File: src/rtl/fetch_unit.sv
// Instruction fetch stage: owns the PC, issues in-order word requests to
// instruction memory and buffers returned words in a prefetch FIFO for decode.
module fetch_unit #(
    parameter int          DEPTH    = 4,
    parameter int          MAX_OUT  = 2,
    parameter logic [15:0] RESET_PC = 16'h0000
) (
    input  logic        clk,
    input  logic        reset,
    input  logic        stall,
    input  logic        is_branch_taken,
    input  logic [15:0] branch_target,
    output logic        imem_req,
    output logic [15:0] imem_addr,
    input  logic        imem_gnt,
    input  logic        imem_rvalid,
    input  logic [15:0] imem_rdata,
    output logic [15:0] instr,
    output logic        instr_valid,
    output logic [15:0] instr_pc
);

    localparam int AW = $clog2(DEPTH);
    localparam int CW = AW + 1;
    localparam logic [CW:0]   DEPTH_W = DEPTH[CW:0];
    localparam logic [CW-1:0] MAX_W   = MAX_OUT[CW-1:0];

    logic [15:0]   pc;
    logic [15:0]   rsp_pc;
    logic [15:0]   fifo_data [DEPTH];
    logic [15:0]   fifo_pc   [DEPTH];
    logic [AW-1:0] rd_ptr;
    logic [AW-1:0] wr_ptr;
    logic [CW-1:0] count;
    logic [CW-1:0] outstanding;
    logic [CW-1:0] drop_cnt;

    logic [CW:0] credits_used;
    logic        grant;
    logic        rsp;
    logic        dropping;
    logic        push;
    logic        pop;

    // A request is only issued when its response is guaranteed a FIFO slot,
    // so the FIFO can never overflow.
    always_comb begin
        credits_used = {1'b0, count} + {1'b0, outstanding};
        imem_req     = !reset && !is_branch_taken
                       && (outstanding < MAX_W) && (credits_used < DEPTH_W);
        imem_addr    = pc;
        instr_valid  = (count != '0) && !is_branch_taken;
        instr        = instr_valid ? fifo_data[rd_ptr] : 16'h0000;
        instr_pc     = instr_valid ? fifo_pc[rd_ptr]   : 16'h0000;
        grant        = imem_req && imem_gnt;
        rsp          = imem_rvalid && (outstanding != '0);
        dropping     = drop_cnt != '0;
        push         = rsp && !dropping && !is_branch_taken;
        pop          = instr_valid && !stall;
    end

    always_ff @(posedge clk or posedge reset) begin
        if (reset) begin
            pc          <= RESET_PC;
            rsp_pc      <= RESET_PC;
            rd_ptr      <= '0;
            wr_ptr      <= '0;
            count       <= '0;
            outstanding <= '0;
            drop_cnt    <= '0;
        end else begin
            outstanding <= outstanding + CW'(grant) - CW'(rsp);
            if (is_branch_taken) begin
                // Everything still in flight belongs to the old path, including
                // a response arriving in this very cycle.
                pc       <= branch_target;
                rsp_pc   <= branch_target;
                rd_ptr   <= '0;
                wr_ptr   <= '0;
                count    <= '0;
                drop_cnt <= outstanding - CW'(rsp);
            end else begin
                if (grant) pc <= pc + 16'd1;
                if (push) begin
                    wr_ptr <= wr_ptr + 1'b1;
                    rsp_pc <= rsp_pc + 16'd1;
                end
                if (pop) rd_ptr <= rd_ptr + 1'b1;
                count <= count + CW'(push) - CW'(pop);
                if (rsp && dropping) drop_cnt <= drop_cnt - 1'b1;
            end
        end
    end

    // NOTE: FIFO storage has no reset; the count qualifies every read, so
    // clearing the array would only cost reset fan-out.
    always_ff @(posedge clk) begin
        if (push) begin
            fifo_data[wr_ptr] <= imem_rdata;
            fifo_pc[wr_ptr]   <= rsp_pc;
        end
    end

endmodule
File: config.mk
export PLATFORM = sky130hd
export DESIGN_NAME = fetch_unit
export DESIGN_NICKNAME = d
export VERILOG_FILES = /design/src/rtl/fetch_unit.sv
export SDC_FILE = /design/constraint.sdc
export NUM_CORES = 1
export LEC_CHECK = 0
export CAP_MARGIN = 20
export CORE_MARGIN = 1.5
export CORE_UTILIZATION = 45
export DETAILED_ROUTE_END_ITERATION = 10
export DONT_BUFFER_PORTS = 1
export SLEW_MARGIN = 0
export SYNTH_ARGS = -nofsm -noshare
export SYNTH_HDL_FRONTEND = slang
export SYNTH_SLANG_ARGS = --single-unit
File: constraint.sdc
create_clock -name clk -period 2.72 [get_ports clk]
set_input_delay 0.272 -clock clk [delete_from_list [all_inputs] [get_ports clk]]
set_output_delay 0.272 -clock clk [all_outputs]
set_load 0.02 [all_outputs]
==> metrics.txt <==
critical setup path kind reg -> reg; PortBufs 0; TNS Setup 0 ps; critical path peak fanout 3; Worst EP required 3030 ps; Layout Skew 8.86 ps; P_sw 2130 µW; fmax 396 MHz; Total Wirelength 14600 µm; row count 47; CTS H-tree depth 4; worst reg-to-reg setup slack 200 ps; Most used DFF post-synth edfxtp_1; DRC 0; placed instance area 0.00795 mm²; Final setup viols 0; Worst-Skew Late Latency 420 ps; final worst-path cycle share 92.8%; number of synthesized register bits 173; Yosys top cell area share 50.8%; Mean Syn Cell Area 15.1 µm²; Die H 133 µm; area grow syn2layout 15.5%; CTS max path bufs 2; switch share 30.1%; DIE AREA 0.0176 mm²; initial antenna violation count 1; core footprint 0.0165 mm²; post-route cell area 0.00875 mm²; Seq/Total Area, Yosys 65.6%; Async S/R FF share, synth 26.0%; Clock Power Share 31.1%; Arr. time, crit path 2830 ps; Clock Sink Count 173; largest net degree at the start of global routing 46; first-pass GRT wire length 23700 µm; cell count after synthesis 500; CTS tree done; CP Capture Type register; worst min-delay path class in -> reg; R2R cell count 10; pwr/cell area 809 mW/mm²; RSZ-0062 raised after global routing no; GRT Overall Usage 17.8%; nets 598; worst r2r dst outstanding[2]$_DFF_PP0_; Fin. Hold Viols 0; Leakage 0.00299 µW; Yosys top cell by area edfxtp_1; vias in the first global route 4503; via/cell ratio 5.65; worst setup margin 197 ps; pre-CTS setup slack 181 ps; GP Congestion 0.844; drt pass-1 iters 4; clock transition at the registers of the reported paths 60 ps; Reg power frac 46.3%; Internal Power 4940 µW; DR WL/cell 18.9 µm; num ports 88; Netlist Area Pre-Place 0.00757 mm²; final slew viol count 0; combinational power share 22.6%; total gr overflow 0; Synth area leaders edfxtp_1 51%, dfrtp_1 15%, mux4_2 9.5%; start point of the critical path count[2]$_DFF_PP0_; CP endpoint outstanding[2]$_DFF_PP0_; initial core utilization 45.8%; Period minus WS final 2520 ps; worst vdd ir 0.000417 V; post-CTS sizing 0; Ys Warns 0; via count 4376; CTS buffer count 17; die span in x 133 µm; Final ANT Viol Nets 0; Synthesized Nets 557; Hold Path Cell Cnt 2; critical path startpoint category register; Unique masters post-synth 47; layout cells sized above 1 15.9%; worst r2r src count[2]$_DFF_PP0_; worst-margin pin slew 890 ps; Clock Tree Root clkbuf_16; outcome finished clean; number of flops mapped to enable cells by yosys 128; DPL Wire Length 8960 µm; 1st-iter DRT viols 204; max cap viols 0; max_slew headroom 40.5%
[per-layer routing]
layer | GRT usage, % | share of wire [%] | vias to the layer above
li1 | - | - | 2012
met1 | 23.2 | 45 | 2224
met2 | 29.2 | 50 | 132
met3 | 5.33 | 4.7 | 8
met4 | 5.31 | 0.71 | 0
met5 | 0 | 0 | -
[flip-flops by register name, indices dropped and copies added, names as in the netlist]
register and cells:
fifo_data 64, rd_ptr 2, count 3, fifo_pc 64, drop_cnt 3, wr_ptr 2, rsp_pc 16, imem_addr 16
outstanding 3
[cells in the final DEF, fill, tap and decap left out, drive strengths merged, types with 3 or more instances in the layout]
master	instances
nor2	23
and3	3
inv	31
nor4	6
ha	17
a31oi	11
nand4	5
xnor2	11
nor2b	34
or3	6
nand3	14
dlygate4sd3	26
edfxtp	128
dfrtp	45
xor2	4
and4	4
a221o	7
clkbuf	19
or4	8
nand2	20
clkinv	4
mux4	32
o211ai	4
o31ai	8
o21ai	20
nor3	11
a21oi	5
buf	20
and2	5
[worst max-delay path, cell delays in order, from the launching register on]
cell	delay [ps]
dfrtp_1	410
ha_1	340
nor4b_4	300
and4_1	290
inv_4	40
ha_1	260
inv_1	50
ha_1	130
inv_1	50
fa_1	370
xor2_1	170
[power groups by stage]
stage / registers (µW) / clock network (µW) / logic, µW
after floorplan: 3260 / 0 / 1280
after global placement: 3310 / 0 / 1580
after detailed placement: 3330 / 0 / 1590
after CTS: 3280 / 2250 / 1650
after global routing: 3310 / 2360 / 1790
final: 3280 / 2200 / 1600
[how the worst min path moves through the flow]
stage,startpoint,to,slack [ps]
floorplan,stall,rd_ptr[0]$_DFFE_PP0P_,370
global placement,is_branch_taken,count[0]$_DFF_PP0_,340
detailed placement,is_branch_taken,count[0]$_DFF_PP0_,340
CTS,branch_target[13],rsp_pc[13]$_DFFE_PP0P_,4
global route,branch_target[8],rsp_pc[8]$_DFFE_PP0P_,7
finish,is_branch_taken,rsp_pc[6]$_DFFE_PP0P_,30
[final cells by class]
| type | count | area [µm²] |
|---|---|---|
| clock inverter | 13 | 103 |
| tap | 220 | 275 |
| inverter | 23 | 88.8 |
| fill | 1388 | 7780 |
| sequential | 173 | 4970 |
| timing repair buffer | 46 | 460 |
| antenna | 1 | 2.50 |
| multi-input combinational | 280 | 2410 |
| clock buffer | 19 | 433 |
[metrics by stage]
stage	util [%]	total power [µW]	hold slack, ps	instances
3_5_place_dp	48.1	4920	345	716
5_1_grt	52.9	7450	6.99	775
2_1_floorplan	-	4540	370	500
6_report	52.9	7070	29.0	775
4_1_cts	52.9	7170	3.94	774
3_3_place_gp	48.1	4890	342	716
[cells by family (layout without fill, tap and decap cells)]
family	count (synthesis)	in the layout	share of synthesized area, %
flops	173	173	65.6
simple gates	148	148	11.3
compound gates	64	64	5.68
buf+inv	47	101	2.51
mux	34	34	9.78
fa+ha+maj	19	19	3.34
xor+xnor	15	15	1.73
other cells	0	1	0
[cells in the mapped netlist, types with 2 or more instances]
cell,n
edfxtp_1,128
dfrtp_1,45
nor2b_1,34
mux4_2,32
nor2_1,23
inv_1,22
nand2_1,20
o21ai_0,20
clkbuf_1,17
ha_1,17
nand3_1,14
a31oi_1,11
nor3_1,11
xnor2_1,11
o31ai_1,8
or4_1,8
a221o_1,7
buf_2,6
nor4_1,6
or3_1,6
a21oi_1,5
and2_1,5
and4_1,4
nand4_1,4
o211ai_1,4
xor2_1,4
and3_1,3
a21o_1,2
fa_1,2
mux2i_1,2
nor3b_1,2
o41ai_1,2
[what timing repair did]
| action | CTS | global route |
|---|---|---|
| hold buffers | 26 | 0 |
| endpoints found under the setup margin | 0 | 0 |
| endpoints found under the hold margin | 130 | 0 |
| setup buffers | 0 | 0 |
No activity file was read; power rests on OpenSTA's default activity.
